<file path="config.mk">
export PLATFORM = sky130hd
export DESIGN_NAME = generation_sequencer
export DESIGN_NICKNAME = d
export VERILOG_FILES = /design/src/rtl/generation_sequencer.sv
export SDC_FILE = /design/constraint.sdc
export NUM_CORES = 1
export LEC_CHECK = 0
export ABC_CLOCK_PERIOD_IN_PS = 4250
export CAP_MARGIN = 20
export CORE_MARGIN = 5
export CORE_UTILIZATION = 30
export DETAILED_ROUTE_END_ITERATION = 10
export GPL_ROUTABILITY_DRIVEN = 1
export SKIP_CTS_REPAIR_TIMING = 1
export SYNTH_ARGS = -nofsm -noshare
export SYNTH_HDL_FRONTEND = slang
export SYNTH_SLANG_ARGS = --single-unit
</file>
<file path="constraint.sdc">
create_clock -name out_stream_aclk -period 4.25 [get_ports out_stream_aclk]
set_input_delay 0.6375 -clock out_stream_aclk [delete_from_list [all_inputs] [get_ports out_stream_aclk]]
set_output_delay 0.6375 -clock out_stream_aclk [all_outputs]
set_load 0.02 [all_outputs]
</file>
<file path="src/rtl/generation_sequencer.sv">
// Frame-sweep controller: walks calc_row through every grid row via a req/ack
// handshake, waits for the next-state pipeline to drain, then flips the frame bank.
module generation_sequencer #(
   parameter int ROWS         = 720,
   parameter int ROW_W        = 10,
   parameter int GEN_W        = 16,
   parameter int DRAIN_CYCLES = 3
) (
   input  logic             out_stream_aclk,
   input  logic             rst,
   input  logic             start,
   input  logic             mode,
   input  logic [GEN_W-1:0] gen_target,
   input  logic             stop,
   input  logic             abort,
   input  logic             row_ack,
   output logic             calc_req,
   output logic [ROW_W-1:0] calc_row,
   output logic             bank_sel,
   output logic             busy,
   output logic             gen_done,
   output logic             done,
   output logic [GEN_W-1:0] gen_count
);

   localparam int DRAIN_W = (DRAIN_CYCLES > 1) ? $clog2(DRAIN_CYCLES) : 1;
   localparam logic [ROW_W-1:0]   LAST_ROW   = ROW_W'(ROWS - 1);
   localparam logic [DRAIN_W-1:0] DRAIN_LOAD = DRAIN_W'(DRAIN_CYCLES - 1);

   typedef enum logic [1:0] {
      IDLE  = 2'd0,
      RUN   = 2'd1,
      DRAIN = 2'd2,
      SWAP  = 2'd3
   } state_t;

   state_t             state_r;
   logic               mode_r;
   logic [GEN_W-1:0]   target_r;
   logic [GEN_W-1:0]   run_cnt_r;
   logic [DRAIN_W-1:0] drain_cnt_r;
   logic [GEN_W-1:0]   run_next_s;
   logic               continue_s;

   // Saturating next run count and the decision to chain another generation.
   always_comb begin
      run_next_s = run_cnt_r;
      continue_s = 1'b0;
      if (&run_cnt_r) begin
         run_next_s = run_cnt_r;
      end else begin
         run_next_s = run_cnt_r + GEN_W'(1);
      end
      continue_s = mode_r && !stop && ((target_r == {GEN_W{1'b0}}) || (run_next_s < target_r));
   end

   // Sequencer state machine with all outputs registered.
   always_ff @(posedge out_stream_aclk) begin
      if (rst) begin
         state_r     <= IDLE;
         mode_r      <= 1'b0;
         target_r    <= {GEN_W{1'b0}};
         run_cnt_r   <= {GEN_W{1'b0}};
         drain_cnt_r <= {DRAIN_W{1'b0}};
         calc_req    <= 1'b0;
         calc_row    <= {ROW_W{1'b0}};
         bank_sel    <= 1'b0;
         busy        <= 1'b0;
         gen_done    <= 1'b0;
         done        <= 1'b0;
         gen_count   <= {GEN_W{1'b0}};
      end else begin
         gen_done <= 1'b0;
         done     <= 1'b0;
         if (abort) begin
            // Abort wins over any handshake or swap in flight.
            state_r  <= IDLE;
            calc_req <= 1'b0;
            calc_row <= {ROW_W{1'b0}};
            busy     <= 1'b0;
         end else begin
            case (state_r)
               IDLE: begin
                  if (start) begin
                     mode_r    <= mode;
                     target_r  <= gen_target;
                     run_cnt_r <= {GEN_W{1'b0}};
                     calc_row  <= {ROW_W{1'b0}};
                     calc_req  <= 1'b1;
                     busy      <= 1'b1;
                     state_r   <= RUN;
                  end
               end
               RUN: begin
                  if (row_ack) begin
                     if (calc_row == LAST_ROW) begin
                        calc_row    <= {ROW_W{1'b0}};
                        calc_req    <= 1'b0;
                        drain_cnt_r <= DRAIN_LOAD;
                        state_r     <= DRAIN;
                     end else begin
                        calc_row <= calc_row + ROW_W'(1);
                     end
                  end
               end
               DRAIN: begin
                  if (drain_cnt_r == {DRAIN_W{1'b0}}) begin
                     state_r <= SWAP;
                  end else begin
                     drain_cnt_r <= drain_cnt_r - DRAIN_W'(1);
                  end
               end
               SWAP: begin
                  bank_sel  <= ~bank_sel;
                  gen_count <= gen_count + GEN_W'(1);
                  run_cnt_r <= run_next_s;
                  gen_done  <= 1'b1;
                  if (continue_s) begin
                     calc_row <= {ROW_W{1'b0}};
                     calc_req <= 1'b1;
                     state_r  <= RUN;
                  end else begin
                     done     <= 1'b1;
                     busy     <= 1'b0;
                     state_r  <= IDLE;
                  end
               end
               default: begin
                  state_r  <= IDLE;
                  calc_req <= 1'b0;
                  busy     <= 1'b0;
               end
            endcase
         end
      end
   end

endmodule
</file>
==> flow_metrics.py, run 1 <==
metrics = {
    "die": {
        "floorplan.die.width_um": 122.5,
        "pin_count": 54,
        "floorplan.initialDensity": 0.3036,
        "rows": 41,
        "die_y_um": 122.5,
        "design.core.area_um2": 12520,
        "die_outline_area_um2": 15020,
    },
    "power": {
        "p_sw_frac": 0.2490,
        "combinationalPowerShare": 0.090,
        "power.leakage_nw": 1.776,
        "power.net_switching_uw": 386.1,
        "power.sequential.fraction": 0.424,
        "share_clk_of_total_power": 0.485,
        "intPower_mw": 1.165,
        "vdd.ir_drop.worst_mv": 0.1493,
        "total_power_mw": 1.551,
        "cellPowerDensity_nw_per_um2": 322.2,
    },
    "placed_design": {
        "port_buffers": 53,
        "post_dp_cell_area_um2": 4498,
        "pre_cts_slack_ns": 0.2575,
        "dpl.cell_count": 693,
        "dpl.hpwl_um": 7183,
        "gpl.final_weighted_congestion": 0.8774,
    },
    "finish": {
        "final_layout_size_suffix_gt1_frac": 0.07249,
        "area_growth_syn_to_layout_pct": 26.67,
        "summed_area_of_non_filler_cells_in_the_final_layout_um2": 4813,
        "layout_commonest_cell": "nand2_1",
        "layoutNonFillerInstCount": 710,
        "final_util": 0.3845,
        "diodes": 0,
        "most_frequent_cells_in_the_layout": "nand2_1 (81), dfxtp_1 (68), clkdlybuf4s50_1 (52), nor2_1 (49), a21oi_1 (43)",
        "final_net_count": 580,
    },
    "run": {
        "max_capacitance_violation_count": 0,
    },
    "setup_path": {
        "timing.critical_path.cells": "ha_1, and3_1, and2_1, nand4_1, nor2_1, xor2_1, ha_1, a21oi_1, a21boi_0, a2111oi_2, o221a_4, nand2_4, o41ai_2",
        "worstPathRequired_ns": 4.49,
        "worst-setup-path-type": "reg -> reg",
        "critical_path.max_fanout": 8,
        "cp.buffers_inverters": 0,
        "critical-path-top-cell-by-count": "ha_1",
        "dominant_delay_contributor_by_cell_family_on_the_critical_path": "compound AO/OA/AOI/OAI gates",
        "timing.critical_path.slowest_cell_delay_ns": 0.54,
        "worstPathArrival_ns": 4.04,
        "crit_path_end_kind": "register",
        "cpMaxStageDelayCell": "a2111oi_2",
        "start_kind": "register",
    },
    "logic_synthesis": {
        "async_flop_share": 0,
        "synth.lib_cells_used.distinct": 50,
        "mappedNetlistNets": 530,
        "synth_seq_cells": 68,
        "synth_area_um2": 3800,
        "synth-seq-area-share": 0.3582,
        "synthesis.area_per_instance_um2": 7.867,
        "syn-instance-count": 483,
        "postSynth.topFlopCell": "dfxtp_1",
        "synth_edf_count": 0,
        "synthesis.yosys.warnings": 0,
    },
    "grt": {
        "grt_busiest_layer": "met2",
        "global_route.usage.total": 0.1355,
        "grt_use_met1": 0.1724,
        "first_global_vias": 3440,
        "grt_util_met2": 0.2223,
        "grt-ovfl-total": 0,
        "global_route.usage.met3": 0.03502,
        "grt_max_degree": 55,
        "grt_antenna_before_repair": 0,
        "grt_pass1_wl_um": 16290,
    },
    "clocking": {
        "clk-insertion-delay-late_ns": 0.34,
        "ctsLongestPathBuffers": 2,
        "cts.sinks": 68,
        "cts-root-buf": "clkbuf_16",
        "htree_levels": 3,
        "tritoncts": "yes",
        "clkSlewWorstSetupHoldPaths_ns": 0.06,
        "numCtsBuffers": 9,
    },
    "sta": {
        "timing_hold_violations_final": 0,
        "finClkSkew_ns": 0.009064,
        "grt_setup_unrepaired": "false",
        "finalSetupViolations": 0,
        "max_slew_margin": 0.6043,
        "timing_worst_slew_pin_value_ns": 0.5935,
        "period_needed_ns": 3.798,
        "finalSetupTns_ns": 0,
        "timing.final.max_slew_violations": 0,
        "setup_slack_ns": 0.4525,
        "max_clock_freq_mhz": 263.3,
        "fin_crit_sh": 0.8935,
        "hold_ws_ns": 0.4536,
    },
    "drt": {
        "drc_errors": 0,
        "drt-vias-per-instance": 4.930,
        "antenna_left": 0,
        "wl_per_cell_um": 13.67,
        "drt_iter0_drc": 249,
        "detailroute.via_count": 3500,
        "wirelength_routed_um": 9708,
        "drt_pre_antenna_iters": 4,
    },
    "outcome": {
        "run_status": "complete, no violations",
    },
    "hold_path": {
        "min-delay-path-class": "reg -> reg",
    },
}
## power groups by stage
stage | clock (mW) | sequential, mW | combinational, mW
after detailed placement | 0 | 0.672 | 0.139
after CTS | 0.768 | 0.658 | 0.140
after floorplan | 0 | 0.671 | 0.0885
after global routing | 0.797 | 0.659 | 0.157
final | 0.753 | 0.658 | 0.140
after global placement | 0 | 0.671 | 0.136
## logic make-up (layout without fill, tap and decap cells)
group | after synthesis | count (layout) | synth area share
mux | 4 | 4 | 0.01087
flops | 68 | 68 | 0.3582
compound gates | 94 | 94 | 0.1594
xor+xnor | 27 | 27 | 0.06223
simple gates | 224 | 224 | 0.2884
buf+inv | 42 | 97 | 0.04181
fa+ha+maj | 24 | 24 | 0.07903
## worst reg2reg max path, stage by stage, from the launching register on
cell	delay, ns
dfxtp_1	0.40
ha_1	0.23
and3_1	0.23
and2_1	0.23
nand4_1	0.24
nor2_1	0.18
xor2_1	0.27
ha_1	0.32
a21oi_1	0.16
a21boi_0	0.13
a2111oi_2	0.54
o221a_4	0.36
nand2_4	0.11
o41ai_2	0.30
## Yosys cell counts, drive strengths merged, types with 2 or more instances
| master | count | area share |
|---|---|---|
| nand2b | 6 | 0.0099 |
| clkbuf | 19 | 0.019 |
| nor2b | 3 | 0.0049 |
| nand4 | 17 | 0.028 |
| o21ai | 15 | 0.020 |
| and3 | 11 | 0.018 |
| nand2 | 83 | 0.085 |
| and2 | 3 | 0.0049 |
| inv | 23 | 0.023 |
| a21o | 7 | 0.014 |
| dfxtp | 68 | 0.36 |
| a211oi | 4 | 0.0079 |
| o41ai | 2 | 0.0086 |
| xor2 | 15 | 0.035 |
| o211ai | 4 | 0.0079 |
| or3 | 3 | 0.0049 |
| nand3 | 14 | 0.022 |
| a22oi | 6 | 0.012 |
| or2 | 5 | 0.0082 |
| a21boi | 2 | 0.0040 |
| nor3 | 12 | 0.016 |
| a21oi | 43 | 0.057 |
| and3b | 2 | 0.0046 |
| and4 | 6 | 0.014 |
| ha | 24 | 0.079 |
| nand3b | 3 | 0.0059 |
| nor2 | 49 | 0.048 |
| nor4 | 4 | 0.0066 |
| xnor2 | 12 | 0.028 |
| mux2i | 3 | 0.0079 |
| or4 | 2 | 0.0049 |
## path summary, 6_finish.rpt
| path | start | endpoint | slack (ns) | cells after the start |
|---|---|---|---|---|
| worst max-delay path | run_cnt_r[0] | calc_row[2] | 0.45 | 13 |
| worst min-delay path | mode_r | mode_r | 0.45 | 2 |
| worst max register to register | run_cnt_r[0] | calc_row[2] | 0.45 | 13 |
| worst min register to register | mode_r | mode_r | 0.45 | 2 |
## sequential cells by signal, indices dropped and copies added (netlist names)
register / flops
calc_req: 1
busy: 1
gen_count: 16
state_r: 2
gen_done: 1
run_cnt_r: 16
mode_r: 1
calc_row: 10
bank_sel: 1
done: 1
target_r: 16
drain_cnt_r: 2
## metal layers
metal  routed length (um)  part of all wire
met5                    0                 0
met1                 4557              0.47
met3                  461             0.047
met4                  140             0.014
met2                 4549              0.47
## area by class of cell
| cell class | instances | area [um^2] |
|---|---|---|
| Clock buffer | 9 | 225.2 |
| Multi-Input combinational cell | 373 | 2286 |
| Clock inverter | 7 | 76.32 |
| Sequential cell | 68 | 1361 |
| Inverter | 23 | 86.33 |
| Tap cell | 172 | 215.2 |
| Fill cell | 1331 | 7704 |
| Timing Repair Buffer | 58 | 563.0 |
No activity file was read; power rests on OpenSTA's default activity.
==> run 2, diff against run 1 <==
--- a/config.mk
+++ b/config.mk
@@ -7,7 +7,6 @@
 export LEC_CHECK = 0
 export ABC_CLOCK_PERIOD_IN_PS = 4250
 export CAP_MARGIN = 20
-export CORE_MARGIN = 5
 export CORE_UTILIZATION = 30
 export DETAILED_ROUTE_END_ITERATION = 10
 export GPL_ROUTABILITY_DRIVEN = 1
==> run 2 against run 1 <==
Worst setup slack worse by 0.033 ns. Final cell count down 0.56%. Largest power group unchanged. First-iteration DRC count down 20%. Final area down 0.29%.
==> flow_metrics.py, run 2 (same netlist as run 1, synthesis figures left out) <==
metrics = {
    "power": {
        "power.leakage_nw": 1.771,
        "p_sw_frac": 0.2457,
        "cellPowerDensity_nw_per_um2": 320.0,
        "power.sequential.fraction": 0.428,
        "power.net_switching_uw": 377.4,
        "share_clk_of_total_power": 0.479,
        "vdd.ir_drop.worst_mv": 0.1553,
        "total_power_mw": 1.536,
        "intPower_mw": 1.158,
        "combinationalPowerShare": 0.093,
    },
    "die": {
        "pin_count": 54,
        "rows": 40,
        "die_y_um": 114.5,
        "floorplan.die.width_um": 114.5,
        "floorplan.initialDensity": 0.3124,
        "die_outline_area_um2": 13120,
        "design.core.area_um2": 12160,
    },
    "finish": {
        "diodes": 0,
        "most_frequent_cells_in_the_layout": "nand2_1 (81), dfxtp_1 (68), clkdlybuf4s50_1 (52), nor2_1 (49), a21oi_1 (43)",
        "final_net_count": 580,
        "layout_commonest_cell": "nand2_1",
        "final_layout_size_suffix_gt1_frac": 0.07249,
        "final_util": 0.3947,
        "summed_area_of_non_filler_cells_in_the_final_layout_um2": 4800,
        "layout_top_registers": "gen_count (16), run_cnt_r (16), target_r (16)",
        "area_growth_syn_to_layout_pct": 26.31,
        "layoutNonFillerInstCount": 706,
    },
    "setup_path": {
        "worstPathArrival_ns": 4.07,
        "timing.critical_path.cells": "ha_1, and2_1, and4_1, a21oi_1, nand2_1, xnor2_1, ha_1, a211oi_1, o21bai_1, a21o_1, a2111oi_2, o221a_4, nand2_4, o41ai_2",
        "reg2reg_from": "run_cnt_r[0]",
        "cpMaxStageDelayCell": "a2111oi_2",
        "start_kind": "register",
        "critical_path.max_fanout": 8,
        "worst-setup-path-type": "reg -> reg",
        "worstPathRequired_ns": 4.49,
        "r2r_cells": 14,
        "timing.critical_path.slowest_cell_delay_ns": 0.58,
        "rrSetupSlack_ns": 0.42,
        "r2r-end": "calc_row[2]",
        "cp-startpoint": "run_cnt_r[0]",
        "critical-path-top-cell-by-count": "ha_1",
        "crit_path_end_kind": "register",
    },
    "placed_design": {
        "gpl.final_weighted_congestion": 0.8454,
        "post_dp_cell_area_um2": 4493,
        "dpl.hpwl_um": 6847,
        "port_buffers": 53,
        "pre_cts_slack_ns": 0.3801,
        "dpl.cell_count": 689,
    },
    "grt": {
        "first_global_vias": 3387,
        "grt_max_degree": 55,
        "grt_pass1_wl_um": 15670,
        "grt-ovfl-total": 0,
        "global_route.usage.total": 0.1500,
        "grt_antenna_before_repair": 0,
    },
    "hold_path": {
        "worstHoldEndpoint": "mode_r",
        "worst_hold_startpoint": "mode_r",
        "min-delay-path-class": "reg -> reg",
        "timing.hold.worst_path_depth": 2,
    },
    "clocking": {
        "numCtsBuffers": 9,
        "htree_levels": 3,
        "tritoncts": "yes",
        "clkSlewWorstSetupHoldPaths_ns": 0.06,
        "ctsLongestPathBuffers": 2,
        "cts.sinks": 68,
        "cts-root-buf": "clkbuf_16",
        "clk-insertion-delay-late_ns": 0.33,
    },
    "sta": {
        "max_clock_freq_mhz": 261.1,
        "finalSetupTns_ns": 0,
        "period_needed_ns": 3.831,
        "max_slew_margin": 0.5824,
        "grt_setup_unrepaired": "false",
        "finClkSkew_ns": 0.004395,
        "timing.final.max_slew_violations": 0,
        "hold_ws_ns": 0.4525,
        "finalSetupViolations": 0,
        "fin_crit_sh": 0.9013,
        "setup_slack_ns": 0.4193,
        "timing_worst_slew_pin_value_ns": 0.6263,
        "timing_hold_violations_final": 0,
    },
    "drt": {
        "drc_errors": 0,
        "detailroute.via_count": 3502,
        "drt-vias-per-instance": 4.960,
        "drt_iter0_drc": 198,
        "antenna_left": 0,
        "drt_pre_antenna_iters": 4,
        "wl_per_cell_um": 13.43,
        "wirelength_routed_um": 9485,
    },
    "outcome": {
        "run_status": "complete, no violations",
    },
    "run": {
        "max_capacitance_violation_count": 0,
    },
}
-- run 2: cell count changes in the layout (fill, tap and decap cells not counted) --
cell / before / now
clkinv_2: 1 / 3
clkinvlp_4: 2 / 3
clkinv_4: 2 / 0
inv_6: 1 / 0
-- run 2: worst max path at each step --
stage          depth (start not counted)           to
2_1_floorplan                         14  calc_row[2]
3_3_place_gp                          14  calc_row[2]
3_5_place_dp                          14  calc_row[4]
4_1_cts                               14  calc_row[4]
5_1_grt                               14  calc_row[2]
6_report                              14  calc_row[2]
-- run 2: routing by layer --
layer | vias to the layer above | track usage | routed length [um]
met1 | 1656 | 0.1787 | 4443
met5 | - | 0 | 0
met3 | 10 | 0.03864 | 351
met4 | 0 | 0.05108 | 102
li1 | 1785 | - | -
met2 | 51 | 0.2610 | 4587
-- run 2: power by group through the flow --
stage | clock network [mW] | registers, mW | logic (mW)
floorplan | 0 | 0.671 | 0.0885
global placement | 0 | 0.671 | 0.136
detailed placement | 0 | 0.672 | 0.140
CTS | 0.759 | 0.658 | 0.141
global route | 0.777 | 0.659 | 0.158
finish | 0.736 | 0.658 | 0.142
-- run 2: critical path, delay by kind of cell (launching register included) --
family | cells | cell delay [ns]
compound gates | 7 | 2.04
xor+xnor | 1 | 0.22
fa+ha+maj | 2 | 0.54
flops | 1 | 0.35
simple gates | 4 | 0.58
-- run 2: layout make-up --
class	instances	area, um^2
fillers	1273	7362
clock inverters	7	67.56
inverters	23	86.33
repair buffers	58	563.0
flip-flops and latches	68	1361
clock buffers	9	225.2
multi-input cells	373	2286
well taps	168	210.2
==> run 3, diff against run 2 <==
--- a/config.mk
+++ b/config.mk
@@ -8,8 +8,10 @@
 export ABC_CLOCK_PERIOD_IN_PS = 4250
 export CAP_MARGIN = 20
 export CORE_UTILIZATION = 30
+export CTS_BUF_LIST = sky130_fd_sc_hd__clkbuf_8
 export DETAILED_ROUTE_END_ITERATION = 10
 export GPL_ROUTABILITY_DRIVEN = 1
+export GPL_TIMING_DRIVEN = 0
 export SKIP_CTS_REPAIR_TIMING = 1
 export SYNTH_ARGS = -nofsm -noshare
 export SYNTH_HDL_FRONTEND = slang
==> run 3 against run 2 <==
Total power is 4.5% lower. Worst hold slack hardly changed. Sequential power hardly changed. Final cell count is 1.7% higher. Non-clock buffer count is 12 higher. Combinational power hardly changed. Die area stayed put. Count of clock-buffer cells in the layout is 1 higher. Largest power group unchanged. First-iteration DRC count is 16% higher. Clock power is 9.1% lower.
==> flow_metrics.py, run 3 (same netlist as run 1, synthesis figures left out) <==
metrics = {
    "sta": {
        "finClkSkew_ns": 0.009131,
        "grt_setup_unrepaired": "false",
        "timing_hold_violations_final": 0,
        "max_clock_freq_mhz": 257.7,
        "max_slew_margin": 0.3231,
        "timing.final.max_slew_violations": 0,
        "finalSetupTns_ns": 0,
        "hold_ws_ns": 0.4521,
        "finalSetupViolations": 0,
        "period_needed_ns": 3.881,
        "timing_worst_slew_pin_value_ns": 1.008,
        "fin_crit_sh": 0.9132,
    },
    "grt": {
        "grt_use_met1": 0.1868,
        "global_route.usage.total": 0.1554,
        "global_route.usage.met3": 0.04023,
        "grt_util_met2": 0.2707,
        "first_global_vias": 3439,
        "grt_busiest_layer": "met2",
        "grt-ovfl-total": 0,
        "grt_antenna_before_repair": 0,
        "grt_pass1_wl_um": 16190,
        "grt_max_degree": 13,
    },
    "placed_design": {
        "port_buffers": 51,
        "gpl.final_weighted_congestion": 0.8239,
        "dpl.hpwl_um": 7258,
        "post_dp_cell_area_um2": 4521,
    },
    "setup_path": {
        "crit_path_end_kind": "register",
        "cpMaxStageDelayCell": "dfxtp_1",
        "start_kind": "register",
        "dominant_delay_contributor_by_cell_family_on_the_critical_path": "simple AND/OR/NAND/NOR gates",
        "worst-setup-path-type": "reg -> reg",
        "worstPathRequired_ns": 4.49,
        "critical_path.max_fanout": 8,
        "cp.buffers_inverters": 0,
        "timing.critical_path.cells": "ha_1, and3_1, and2_1, nand4_1, nor2_1, xor2_1, ha_1, nand4_1, nor3_1, o21ai_0, or2_2, o221a_4, nand2_4, a2bb2o_1",
        "timing.critical_path.slowest_cell_delay_ns": 0.43,
        "worstPathArrival_ns": 4.12,
    },
    "finish": {
        "layout_commonest_cell": "nand2_1",
        "final_layout_size_suffix_gt1_frac": 0.06364,
        "final_net_count": 592,
        "summed_area_of_non_filler_cells_in_the_final_layout_um2": 4793,
        "layout_top_registers": "gen_count (16), run_cnt_r (16), target_r (16)",
        "final_util": 0.3941,
        "diodes": 0,
        "area_growth_syn_to_layout_pct": 26.14,
        "most_frequent_cells_in_the_layout": "nand2_1 (81), dfxtp_1 (68), clkdlybuf4s50_1 (51), nor2_1 (49), a21oi_1 (43)",
    },
    "run": {
        "max_capacitance_violation_count": 0,
    },
    "power": {
        "power.leakage_nw": 1.753,
        "total_power_mw": 1.467,
        "vdd.ir_drop.worst_mv": 0.1597,
        "cellPowerDensity_nw_per_um2": 306.1,
    },
    "die": {
        "floorplan.die.width_um": 114.5,
        "pin_count": 54,
        "floorplan.initialDensity": 0.3124,
        "die_y_um": 114.5,
        "design.core.area_um2": 12160,
        "rows": 40,
        "die_outline_area_um2": 13120,
    },
    "clocking": {
        "cts-root-buf": "clkbuf_8",
        "cts.sinks": 68,
        "htree_levels": 3,
        "numCtsBuffers": 9,
        "clk-insertion-delay-late_ns": 0.35,
        "clkSlewWorstSetupHoldPaths_ns": 0.07,
        "tritoncts": "yes",
        "ctsLongestPathBuffers": 2,
    },
    "drt": {
        "drt_iter0_drc": 230,
        "detailroute.via_count": 3578,
        "antenna_left": 0,
        "wl_per_cell_um": 13.51,
        "wirelength_routed_um": 9700,
        "drt_pre_antenna_iters": 5,
        "drc_errors": 0,
        "drt-vias-per-instance": 4.983,
    },
    "outcome": {
        "run_status": "complete, no violations",
    },
    "hold_path": {
        "min-delay-path-class": "reg -> reg",
    },
}
run 3: where the power goes:
| part | leakage (nW) | internal, mW | total, mW | switching (mW) |
|---|---|---|---|---|
| clock network | 0.122 | 0.406 | 0.669 | 0.263 |
| registers | 0.550 | 0.648 | 0.657 | 0.00893 |
| logic | 1.08 | 0.0583 | 0.141 | 0.0832 |
run 3: per-stage QoR:
| step | instances | setup slack [ns] |
|---|---|---|
| 2_1_floorplan | 483 | 0.8923 |
| 3_3_place_gp | 702 | 0.1816 |
| 3_5_place_dp | 702 | 0.1287 |
| 4_1_cts | 718 | 0.1080 |
| 5_1_grt | 718 | 0.09137 |
| 6_report | 718 | 0.3690 |
run 3: metal layers:
layer,routed length (um),part of all wire
met3,514,0.053
met1,4369,0.45
met2,4698,0.48
met5,0,0
met4,118,0.012
run 3: final timing paths:
| kind | startpoint | to | slack (ns) | cells past startpoint |
|---|---|---|---|---|
| max | run_cnt_r[0] | calc_row[0] | 0.37 | 14 |
| min | mode_r | mode_r | 0.45 | 2 |
| max reg2reg | run_cnt_r[0] | calc_row[0] | 0.37 | 14 |
| min reg2reg | mode_r | mode_r | 0.45 | 2 |
run 3: worst reg2reg max path: stages, from the launching register on:
cell      delay [ns]
dfxtp_1         0.43
ha_1            0.23
and3_1          0.24
and2_1          0.25
nand4_1         0.24
nor2_1          0.18
xor2_1          0.29
ha_1            0.24
nand4_1         0.18
nor3_1          0.24
o21ai_0         0.16
or2_2           0.36
o221a_4         0.32
nand2_4         0.14
a2bb2o_1        0.29
run 3: area by class of cell:
type | count | area, um^2
Clock buffer | 10 | 137.6
Fill cell | 1247 | 7368
Inverter | 23 | 86.33
Tap cell | 168 | 210.2
Buffer | 19 | 72.57
Sequential cell | 68 | 1361
Multi-Input combinational cell | 373 | 2303
Timing Repair Buffer | 51 | 510.5
Clock inverter | 6 | 111.4
==> variant: new RTL, flow settings as in run 1 <==
Set the parameter `DRAIN_CYCLES` to 6 (it was 3).
--- a/src/rtl/generation_sequencer.sv
+++ b/src/rtl/generation_sequencer.sv
@@ -5,5 +5,5 @@
    parameter int ROW_W        = 10,
    parameter int GEN_W        = 16,
-   parameter int DRAIN_CYCLES = 3
+   parameter int DRAIN_CYCLES = 6
 ) (
    input  logic             out_stream_aclk,
Check against the original RTL: same outputs for any inputs over 10 cycles, from zero or initial values and one cycle with rst high; that may be too few to reach the edited logic, so the function may still have changed.
==> variant against run 1 <==
Clock skew is 0.0028 ns lower; sequential cell count increased by 1; synthesized cell count is 1.2% lower; total power shrank 2.4%; worst setup slack got worse by 0.042 ns; synthesized area fell by 0.30%; final area fell by 0.65%; wire length decreased by 1.5%; sequential power up 2%.
==> variant: results (changes against run 1) <==
| Metric | Value |
|---|---|
| Status | complete, no violations |
| Crit-path max cell delay | 0.41 ns (-0.13 ns) |
| Vias | 3438 (-1.8%) |
| Layout cell share with drive strength beyond 1 | 0.0678 (-0.00469) |
| Synthesized Nets | 525 (-0.94%) |
| Worst-margin pin slew | 0.617 ns (+0.0239 ns) |
| Initial DRC Count | 174 (-30%) |
| Worst Setup Slack post-DPL | 0.327 ns (+0.0692 ns) |
| Worst path slowest cell | dfxtp_1 |
| FILL cells | 1323 (-0.60%) |
| Dpl hpwl | 7000 µm (-2.5%) |
| CP Max Fanout | 12 (+4) |
| Flop2flop setup slack | 0.41 ns (-0.04 ns) |
| Largest net degree at the start of global routing | 45 (-18%) |
| First-pass GRT wire length | 16000 µm (-2.0%) |
| Max VDD drop | 0.000148 V (-1.1%) |
| Post-synth top cells | 77 x nand2_1, 69 x dfxtp_1, 53 x nor2_1 |
| Number of global-route vias before repair | 3300 (-4.1%) |
| Routability cong. | 0.853 (-2.8%) |
| Switching share of power | 0.233 (-0.0157) |
| # nets final | 575 (-0.86%) |
| Crit path DAT | 4.11 ns (+0.07 ns) |
| Register area share after synthesis | 0.365 (+0.00635) |
| R2R cell count | 14 (+1) |
| Ys async rst share | 0 (unchanged) |
| R2R Path Start | run_cnt_r[0] |
| Final Util | 0.382 (-0.00250) |
| Area contributors post-synth | dfxtp_1 36%, ha_1 8.3%, nand2_1 7.6% |
| Tot GR Track Use | 0.133 (-0.00236) |
| Leak pwr | 1.80 nW (+1.2%) |
| Final period util | 0.903 (+0.00991) |
==> variant: worst max path at each step <==
stage,from,end
floorplan,run_cnt_r[0],calc_row[5]
global placement,run_cnt_r[0],calc_row[3]
detailed placement,run_cnt_r[0],calc_row[4]
CTS,run_cnt_r[0],calc_row[4]
global route,run_cnt_r[12],calc_req
finish,run_cnt_r[0],calc_row[4]
==> variant: through the flow <==
stage                     hold WS [ns]  std cells
final                            0.462        703
after global routing             0.477        703
after CTS                        0.463        703
after detailed placement         0.453        688
after global placement           0.447        688
after floorplan                  0.437        477
==> variant: metal layers <==
| metal | vias to the layer above | global-route usage | part of all wire |
|---|---|---|---|
| met5 | - | 0 | 0 |
| li1 | 1749 | - | - |
| met3 | 23 | 0.0378 | 0.052 |
| met1 | 1584 | 0.175 | 0.50 |
| met2 | 82 | 0.204 | 0.43 |
| met4 | 0 | 0.0567 | 0.027 |
==> variant: final cells by class <==
class,instances,share of cell area
multi-input cells,364,0.470
flip-flops and latches,69,0.289
repair buffers,59,0.119
clock buffers,14,0.0573
well taps,172,0.0450
inverters,24,0.0188
clock inverters,1,0.00105
==> variant: cell families (layout without fill, tap and decap cells) <==
family	after synthesis	in the layout	share of synthesized area
compound gates	87	87	0.150
xor+xnor	28	28	0.0647
fa+ha+maj	25	25	0.0826
buf+inv	44	98	0.0449
flops	69	69	0.365
mux	4	4	0.0109
simple gates	220	220	0.282
==> variant: worst min-delay path: stages (launching register included) <==
cell and delay, ns:
dfxtp_1 0.31, nand2_1 0.05, a21oi_1 0.05
==> variant: power groups by stage <==
stage | clock, W | sequential, W | combinational [W]
after floorplan | 0 | 0.000681 | 0.0000914
after global placement | 0 | 0.000682 | 0.000142
after detailed placement | 0 | 0.000682 | 0.000143
after CTS | 0.000721 | 0.000668 | 0.000144
after global routing | 0.000751 | 0.000670 | 0.000162
final | 0.000699 | 0.000669 | 0.000146
